<file path="src/rtl/debounce_pkg.sv">
// Shared types and width helpers for the multi-channel key debouncer.
package debounce_pkg;

  typedef enum logic [1:0] {
    RELEASED = 2'd0,
    PRESSED  = 2'd1,
    HELD     = 2'd2,
    REPEAT   = 2'd3
  } hold_state_t;

  localparam int MAX_CHANNELS = 16;

  // Counter width able to hold 0..n-1, never narrower than one bit.
  function automatic int cnt_width(input int n);
    return (n <= 2) ? 1 : $clog2(n);
  endfunction

endpackage

</file>
<file path="src/rtl/debounce_channel.sv">
// One key: 2-FF synchroniser, stability counter and hold/long-press FSM.
// Macro AUTOREPEAT_EN adds periodic long_pulse while the key stays held.
module debounce_channel
  import debounce_pkg::*;
#(
  parameter int STABLE_CYCLES = 1024,
  parameter int LONG_CYCLES   = 25000000,
  parameter int REPEAT_CYCLES = 5000000,
  parameter bit ACTIVE_LOW    = 1'b1
) (
  input  logic clk,
  input  logic resetN,
  input  logic button_in,
  output logic pressed,
  output logic pressed_next,
  output logic press_pulse,
  output logic release_pulse,
  output logic long_pulse
);

  localparam int STAB_W = cnt_width(STABLE_CYCLES);
  // One counter serves both the long-press and the repeat interval.
  localparam int HOLD_W = cnt_width((LONG_CYCLES > REPEAT_CYCLES) ? LONG_CYCLES : REPEAT_CYCLES);
  localparam logic [STAB_W-1:0] STAB_LAST = STAB_W'(STABLE_CYCLES - 1);
  localparam logic [HOLD_W-1:0] LONG_LAST = HOLD_W'(LONG_CYCLES - 1);
`ifdef AUTOREPEAT_EN
  localparam logic [HOLD_W-1:0] REPEAT_LAST = HOLD_W'(REPEAT_CYCLES - 1);
`endif

  logic s1_q, s1_d, s2_q, s2_d;
  logic [STAB_W-1:0] stab_cnt_q, stab_cnt_d;
  logic [HOLD_W-1:0] hold_cnt_q, hold_cnt_d;
  logic pressed_q, pressed_d;
  logic press_pulse_q, press_pulse_d;
  logic release_pulse_q, release_pulse_d;
  logic long_pulse_q, long_pulse_d;
  hold_state_t state_q, state_d;
  logic candidate, accept;

  always_comb begin
    s1_d            = button_in;
    s2_d            = s1_q;
    candidate       = s2_q ^ ACTIVE_LOW;
    accept          = (candidate != pressed_q) && (stab_cnt_q == STAB_LAST);
    stab_cnt_d      = (candidate == pressed_q || accept) ? '0 : stab_cnt_q + STAB_W'(1);
    pressed_d       = pressed_q ^ accept;
    press_pulse_d   = accept & ~pressed_q;
    release_pulse_d = accept & pressed_q;

    state_d      = state_q;
    hold_cnt_d   = hold_cnt_q;
    long_pulse_d = 1'b0;
    // Release takes priority, so a release on the terminal count suppresses long_pulse.
    if (release_pulse_d) begin
      state_d    = RELEASED;
      hold_cnt_d = '0;
    end else begin
      case (state_q)
        RELEASED: begin
          if (press_pulse_d) begin
            state_d    = PRESSED;
            hold_cnt_d = '0;
          end
        end
        PRESSED: begin
          if (hold_cnt_q == LONG_LAST) begin
            state_d      = HELD;
            long_pulse_d = 1'b1;
`ifdef AUTOREPEAT_EN
            hold_cnt_d   = '0;
`endif
          end else begin
            hold_cnt_d = hold_cnt_q + HOLD_W'(1);
          end
        end
`ifdef AUTOREPEAT_EN
        HELD: begin
          state_d    = REPEAT;
          hold_cnt_d = hold_cnt_q + HOLD_W'(1);
        end
        REPEAT: begin
          if (hold_cnt_q == REPEAT_LAST) begin
            long_pulse_d = 1'b1;
            hold_cnt_d   = '0;
          end else begin
            hold_cnt_d = hold_cnt_q + HOLD_W'(1);
          end
        end
`else
        HELD: begin
          state_d = HELD;
        end
`endif
        default: state_d = RELEASED;
      endcase
    end
  end

  always_ff @(posedge clk or negedge resetN) begin
    if (!resetN) begin
      s1_q            <= ACTIVE_LOW;
      s2_q            <= ACTIVE_LOW;
      stab_cnt_q      <= '0;
      hold_cnt_q      <= '0;
      pressed_q       <= 1'b0;
      press_pulse_q   <= 1'b0;
      release_pulse_q <= 1'b0;
      long_pulse_q    <= 1'b0;
      state_q         <= RELEASED;
    end else begin
      s1_q            <= s1_d;
      s2_q            <= s2_d;
      stab_cnt_q      <= stab_cnt_d;
      hold_cnt_q      <= hold_cnt_d;
      pressed_q       <= pressed_d;
      press_pulse_q   <= press_pulse_d;
      release_pulse_q <= release_pulse_d;
      long_pulse_q    <= long_pulse_d;
      state_q         <= state_d;
    end
  end

  assign pressed       = pressed_q;
  assign pressed_next  = pressed_d;
  assign press_pulse   = press_pulse_q;
  assign release_pulse = release_pulse_q;
  assign long_pulse    = long_pulse_q;

endmodule

</file>
<file path="src/rtl/multi_key_debounce.sv">
// N independent debounced keys with press/release/long-press pulses.
// Auto-repeat of long_pulse is enabled by defining AUTOREPEAT_EN.
module multi_key_debounce
  import debounce_pkg::*;
#(
  parameter int CHANNELS      = 4,
  parameter int STABLE_CYCLES = 1024,
  parameter int LONG_CYCLES   = 25000000,
  parameter int REPEAT_CYCLES = 5000000,
  parameter bit ACTIVE_LOW    = 1'b1
) (
  input  logic                clk,
  input  logic                resetN,
  input  logic [CHANNELS-1:0] button_in,
  output logic [CHANNELS-1:0] pressed,
  output logic [CHANNELS-1:0] press_pulse,
  output logic [CHANNELS-1:0] release_pulse,
  output logic [CHANNELS-1:0] long_pulse,
  output logic                any_pressed
);

  logic [CHANNELS-1:0] pressed_next;
  logic any_pressed_q, any_pressed_d;

  for (genvar i = 0; i < CHANNELS; i++) begin : g_chan
    debounce_channel #(
      .STABLE_CYCLES(STABLE_CYCLES),
      .LONG_CYCLES  (LONG_CYCLES),
      .REPEAT_CYCLES(REPEAT_CYCLES),
      .ACTIVE_LOW   (ACTIVE_LOW)
    ) u_chan (
      .clk          (clk),
      .resetN       (resetN),
      .button_in    (button_in[i]),
      .pressed      (pressed[i]),
      .pressed_next (pressed_next[i]),
      .press_pulse  (press_pulse[i]),
      .release_pulse(release_pulse[i]),
      .long_pulse   (long_pulse[i])
    );
  end

  // Built from next-state levels so it changes on the same edge as pressed.
  assign any_pressed_d = |pressed_next;

  always_ff @(posedge clk or negedge resetN) begin
    if (!resetN) any_pressed_q <= 1'b0;
    else         any_pressed_q <= any_pressed_d;
  end

  assign any_pressed = any_pressed_q;

endmodule

</file>
<file path="config.mk">
export PLATFORM = sky130hd
export DESIGN_NAME = multi_key_debounce
export DESIGN_NICKNAME = d
export VERILOG_FILES = /design/src/rtl/debounce_pkg.sv /design/src/rtl/debounce_channel.sv /design/src/rtl/multi_key_debounce.sv
export SDC_FILE = /design/constraint.sdc
export NUM_CORES = 1
export LEC_CHECK = 0
export CAP_MARGIN = 30
export CELL_PAD_IN_SITES_DETAIL_PLACEMENT = 0
export CELL_PAD_IN_SITES_GLOBAL_PLACEMENT = 1
export CORE_MARGIN = 3
export CORE_UTILIZATION = 46
export CTS_BUF_LIST = sky130_fd_sc_hd__clkbuf_2
export DETAILED_ROUTE_END_ITERATION = 16
export HOLD_SLACK_MARGIN = 0.05
export PLACE_DENSITY = 0.76
export SETUP_SLACK_MARGIN = 0.2
export SLEW_MARGIN = 20
export SYNTH_ARGS = -nofsm -noshare
export SYNTH_HDL_FRONTEND = slang
export SYNTH_HIERARCHICAL = 1
export SYNTH_SLANG_ARGS = --single-unit
</file>
<file path="constraint.sdc">
create_clock -name clk -period 2.6 [get_ports clk]
set_clock_uncertainty 0.2 [all_clocks]
set_input_delay 0.52 -clock clk [delete_from_list [all_inputs] [get_ports clk]]
set_output_delay 0.52 -clock clk [all_outputs]
set_load 0.005 [all_outputs]
</file>
==> results of run 1 <==
[worst paths after layout]
path	start	end	slack [ps]	cells after the start
max in group asynchronous	resetN	g_chan[0].u_chan/s2_q	1710	3
max reg2reg	g_chan[1].u_chan/stab_cnt_q[2]	g_chan[1].u_chan/hold_cnt_q[22]	10	11
min reg2reg	g_chan[0].u_chan/s1_q	g_chan[0].u_chan/s2_q	170	0
min in group clk	g_chan[0].u_chan/s1_q	g_chan[0].u_chan/s2_q	170	0
max	g_chan[1].u_chan/stab_cnt_q[2]	g_chan[1].u_chan/hold_cnt_q[22]	10	11
min	resetN	g_chan[0].u_chan/hold_cnt_q[11]	150	3
[worst min-delay path, delay by kind of cell]
kind / cells / cell delay [ps]
buffers and inverters: 3 / 980
[sequential cells by signal, indices dropped and copies added (netlist names)]
register                     cells
g_chan.u_chan/hold_cnt_q       100
g_chan.u_chan/stab_cnt_q        40
g_chan.u_chan/state_q            8
g_chan.u_chan/long_pulse         4
g_chan.u_chan/press_pulse        4
g_chan.u_chan/pressed            4
g_chan.u_chan/release_pulse      4
g_chan.u_chan/s1_q               4
g_chan.u_chan/s2_q               4
any_pressed                      1
[power breakdown]
group	internal [mW]	total [mW]	switching, mW	leakage (nW)
sequential	2.72	2.74	0.0136	2.38
clock	0.346	1.32	0.972	0.118
combinational	0.0721	0.168	0.0956	3.04
[metal layers]
metal / track usage / vias up / part of all wire
met4: 0.04302 / 0 / 0.0077
li1: - / 3965 / -
met3: 0.03555 / 14 / 0.028
met2: 0.3163 / 116 / 0.48
met5: 0 / - / 0
met1: 0.2857 / 3981 / 0.49
[synth_stat cells, types with 9 or more instances]
cell type,number,share of area
nor3_1,18,0.0095
xor2_1,24,0.022
inv_1,36,0.014
xnor2_1,12,0.011
nand4_1,34,0.023
o211ai_1,9,0.0071
and3_1,20,0.013
o31ai_1,15,0.012
and3_2,9,0.0071
o21ai_0,79,0.042
nand2b_1,18,0.012
a21oi_1,39,0.021
dfrtp_1,165,0.44
ha_1,28,0.037
o41ai_1,10,0.0093
a31oi_1,24,0.016
mux2i_1,13,0.014
nand2_1,86,0.034
or3_1,10,0.0066
nand3_1,64,0.034
nor2_1,88,0.035
clkbuf_1,23,0.0091
[area by class of cell]
class / count / share of cell area
Multi-Input combinational cell: 748 / 0.4547
Sequential cell: 173 / 0.3546
Timing Repair Buffer: 174 / 0.1337
Tap cell: 265 / 0.02709
Inverter: 37 / 0.01247
Clock inverter: 14 / 0.009814
Clock buffer: 18 / 0.007360
Antenna cell: 1 / 0.0002045
[cells by family after synthesis]
family | after synthesis | synth area share
xor gates and xnor gates | 36 | 0.03336
adders and majority gates | 28 | 0.03706
DFF | 173 | 0.4590
and+or+nand+nor | 436 | 0.2592
buffers and inverters | 77 | 0.04116
muxes | 13 | 0.01377
AOI/OAI and AO/OA | 231 | 0.1565
[what timing repair did]
action	4_1_cts	5_1_grt
pin swaps	13	68
setup endpoints to repair	104	101
hold buffers	6	0
buffers inserted	29	40
endpoints found under the hold margin	172	0
resized for setup	42	177
gates cloned	1	7
[stage by stage]
stage	setup WS (ps)	hold slack (ps)	area, um^2	utilization
floorplan	113.8	24.41	9585	-
global placement	28.30	146.0	10470	0.5277
detailed placement	-26.82	147.2	10470	0.5277
CTS	32.02	71.15	11100	0.5591
global route	-115.9	61.97	12240	0.6167
finish	13.38	146.6	12240	0.6167
==> impl_metrics.ini, run 1 <==
[floorplanning]
initial_core_util = 0.4763
core_area_mm2 = 0.01985
rows = 51
dieWidth_um = 149.4
die_h_um = 149.4
io_pins = 23
die_area_mm2 = 0.02231

[finish]
finalNonFillerCells = 1430
multi_input_area_mm2 = 0.005565
layout_commonest_cell = dfrtp_1
fill_cells = 1668
fin_nets = 1185
drive_gt1_frac = 0.3204
register_area_mm2 = 0.004340
layout_common_cells = 164 x dfrtp_1, 114 x buf_4, 82 x nor2_1
area_growth_pct = 29.48

[global_route]
grt_pass1_wl_mm = 36.56
antenna_found_initial = 1
grt_pass1_vias = 7447
grt_max_degree = 42
grt_usage = 0.1986
overflow = 0

[critical_path]
cp.arrival_ps = 3040
critPathMaxFanout = 6
crit_chain = and3_4 -> and2_4 -> nand4_1 -> nor2_2 -> ha_2 -> and2b_2 -> nand3b_1 -> buf_6 -> a21o_4 -> or3_1 -> o21ai_1
path_delay_family = simple AND/OR/NAND/NOR gates
startpoint_type = flop
critPathBufInv = 1
critPathRequiredTime_ps = 3050
max_stage_delay_ps = 410
cp-end-kind = flop
worst-setup-path-type = reg2reg
cpMaxStageDelayCell = dfrtp_1

[timing]
tightest_slew_ps = 609.2
setup_tns_ps = 0
relSlewSlack = 0.5908
hold_viol_final = 0
rsz0062_at_grt = true
layout_min_cycle_time_ps = 2587
fin_crit_sh = 0.9949
clock.fmax_ghz = 0.3866
maxSlewViolCount = 0
setup_viol = 0

[drt]
drc = 0
vias_per_cell = 5.648
antenna_left = 0
dr.first_iter.drc_count = 606
wirelength_mm = 23.08
dr.pass1.iters = 5
vias = 8076
wl_per_cell_um = 16.14

[logic_synthesis]
synth-async-reset-ratio = 1.000
synth_nets = 1028
synth-main-ff-cell = dfrtp_1
ys_warn_count = 6
ys_seq_elements = 173
syn-instance-count = 994
syn_avg_cell_area_um2 = 9.510
synthesis.area_mm2 = 0.009453
netlist-cell-type-count = 87
seq_area_frac_synth = 0.4590
synth-edff-count = 0

[placement]
finalWeightedCongestion = 0.8198
portBuffers = 22
hpwl_mm = 14.27
dp_cells = 1314

[clocking]
cts.clk_slew.worst_paths_ps = 280
clk_latency_ps = 750
cts.sinks = 173
cts-root-buf = clkbuf_2
clk_path_buf_depth = 2
cts_buffers = 17
cts_tree = done
htreeDepth = 4

[power_and_ir_drop]
pwr_density_cell_mw_per_mm2 = 345.0
design_power_total_mw = 4.223
power_leakage_nw = 5.532
ir_worst_vdd_mv = 0.3934

[job]
cap_violations = 0

[min_path]
hp-class = in2async

[outcome]
outcome = complete, no violations
Power figures use the tool's default switching activity.
==> run 2: changes to the inputs <==
--- a/constraint.sdc
+++ b/constraint.sdc
@@ -4,2 +4,2 @@
 set_output_delay 0.52 -clock clk [all_outputs]
-set_load 0.005 [all_outputs]
+set_load 0.05 [all_outputs]
==> run 2 against run 1 <==
The run now ends with negative setup slack left. Sequential power about the same. Clock power grew 5%. Core utilization up 1.6 points. Non-clock buffer count is 7 higher. Register-to-register slack worse by 60 ps. Hold slack better by 29 ps. Setup slack got worse by 63 ps. Via count grew 0.63%. Highest routed layer unchanged.
==> impl_metrics.ini, run 2 (synthesized netlist as in run 1, its figures left out) <==
[timing]
tightest_slew_ps = 941.4
relSlewSlack = 0.3666
fin_crit_sh = 1.019
maxSlewViolCount = 0
layout_min_cycle_time_ps = 2649
rsz0062_at_grt = true
setup_viol = 11
clock.fmax_ghz = 0.3775
setup_ws_ps = -49.19
hold_viol_final = 0
setup_tns_ps = -255.1

[min_path]
hold_depth = 0
hp-class = reg2reg

[drt]
vias = 8127
antenna_left = 0
dr.first_iter.drc_count = 448
wl_per_cell_um = 16.60
drc = 0
dr.pass1.iters = 5
wirelength_mm = 23.86
vias_per_cell = 5.656

[job]
cap_violations = 0

[finish]
largest_reg_flops = 100
layout_common_cells = 156 x dfrtp_1, 107 x buf_4, 80 x nand2_1
largest_register = g_chan.u_chan/hold_cnt_q
stdcell_area_mm2 = 0.01256
finalNonFillerCells = 1437
area_growth_pct = 32.88
final_core_util = 0.6329
largestRegisters = g_chan.u_chan/hold_cnt_q: 100 flops, g_chan.u_chan/stab_cnt_q: 40 flops, g_chan.u_chan/state_q: 8 flops
fin_nets = 1192
layout_commonest_cell = dfrtp_1
drive_gt1_frac = 0.3783

[critical_path]
critPathMaxFanout = 8
worst-setup-path-type = reg2reg
startpoint_type = flop
reg2reg_depth = 12
cp.arrival_ps = 3150
critPathRequiredTime_ps = 3100
reg2reg_slack_ps = -50
cp-end-kind = flop

[clocking]
clk_latency_ps = 740
cts.clk_slew.worst_paths_ps = 270
cts_tree = done
cts.sinks = 173
htreeDepth = 4
cts_buffers = 17
cts-root-buf = clkbuf_2
clk_path_buf_depth = 2

[floorplanning]
io_pins = 23
die_h_um = 149.4
dieWidth_um = 149.4
initial_core_util = 0.4763
rows = 51
die_area_mm2 = 0.02231
core_area_mm2 = 0.01985

[outcome]
failed_checks = negative setup slack
outcome = finished with violations

[power_and_ir_drop]
pwr-share-clk = 0.322
p_comb_frac = 0.040
p_int_mw = 3.154
power_leakage_nw = 5.511
pwr_density_cell_mw_per_mm2 = 341.4
ir_worst_vdd_mv = 0.2117
power.share.switching = 0.2644
p_sw_mw = 1.134
p_seq_frac = 0.638

[placement]
postPlaceCellArea_mm2 = 0.01053
finalWeightedCongestion = 0.7627
hpwl_mm = 14.44
dp_cells = 1322
portBuffers = 22

[global_route]
overflow = 0
grt_pass1_vias = 7631
grt_pass1_wl_mm = 38.19
grt_usage = 0.2081
antenna_found_initial = 1
grt_max_degree = 46
run 2: path summary, 6_finish.rpt:
kind | start | to
setup / recovery | g_chan[1].u_chan/stab_cnt_q[4] | g_chan[1].u_chan/hold_cnt_q[8]
hold / removal | g_chan[1].u_chan/s1_q | g_chan[1].u_chan/s2_q
setup reg to reg | g_chan[1].u_chan/stab_cnt_q[4] | g_chan[1].u_chan/hold_cnt_q[8]
hold reg to reg | g_chan[1].u_chan/s1_q | g_chan[1].u_chan/s2_q
max in group asynchronous | resetN | g_chan[1].u_chan/hold_cnt_q[23]
min in group asynchronous | resetN | g_chan[1].u_chan/hold_cnt_q[3]
run 2: final cells by class:
type | instances | area (um^2)
multi-input combinational | 748 | 5772
clock buffer | 17 | 85.08
tap | 265 | 331.6
sequential | 173 | 4350
fill | 1672 | 7284
timing repair buffer | 181 | 1732
inverter | 37 | 152.6
antenna | 1 | 2.502
clock inverter | 15 | 135.1
run 2: critical path, cell delays in order (launching register included):
cell and delay (ps):
dfrtp_1 410, and3_4 190, and2_4 140, nand4_1 130, nor2_2 140, ha_2 200, and2b_2 220, nand3b_1 190
buf_4 180, a21oi_4 180, clkbuf_16 200, and3_4 170, a211o_1 100
run 2: metal layers:
| metal | up-vias | global-route usage | part of all wire |
|---|---|---|---|
| li1 | 3993 | - | - |
| met5 | - | 0 | 0 |
| met4 | 0 | 0.03799 | 0.0084 |
| met2 | 112 | 0.3353 | 0.48 |
| met3 | 18 | 0.03464 | 0.030 |
| met1 | 4004 | 0.3005 | 0.48 |
run 2: power groups by stage:
stage	combinational [mW]	sequential, mW	clock (mW)
after floorplan	0.0356	2.78	0
after global placement	0.148	2.78	0
after detailed placement	0.149	2.78	0
after CTS	0.173	2.74	1.43
after global routing	0.196	2.74	1.55
final	0.172	2.74	1.38
run 2: stage by stage:
step                      hold slack, ps  total power, mW  worst slack (ps)
final                              175.2            4.288            -49.19
after global routing               178.5            4.491            -186.3
after CTS                          70.18            4.342            -9.731
after detailed placement           148.2            2.929            -119.5
after global placement             145.7            2.927            -2.547
after floorplan                    24.41            2.818             113.8
run 2: timing repair:
item,CTS,global route
resized for setup,105,246
hold endpoints to repair,170,1
hold buffers,7,1
setup endpoints to repair,118,118
pin swaps,21,100
setup buffers,38,24
cloned,7,5
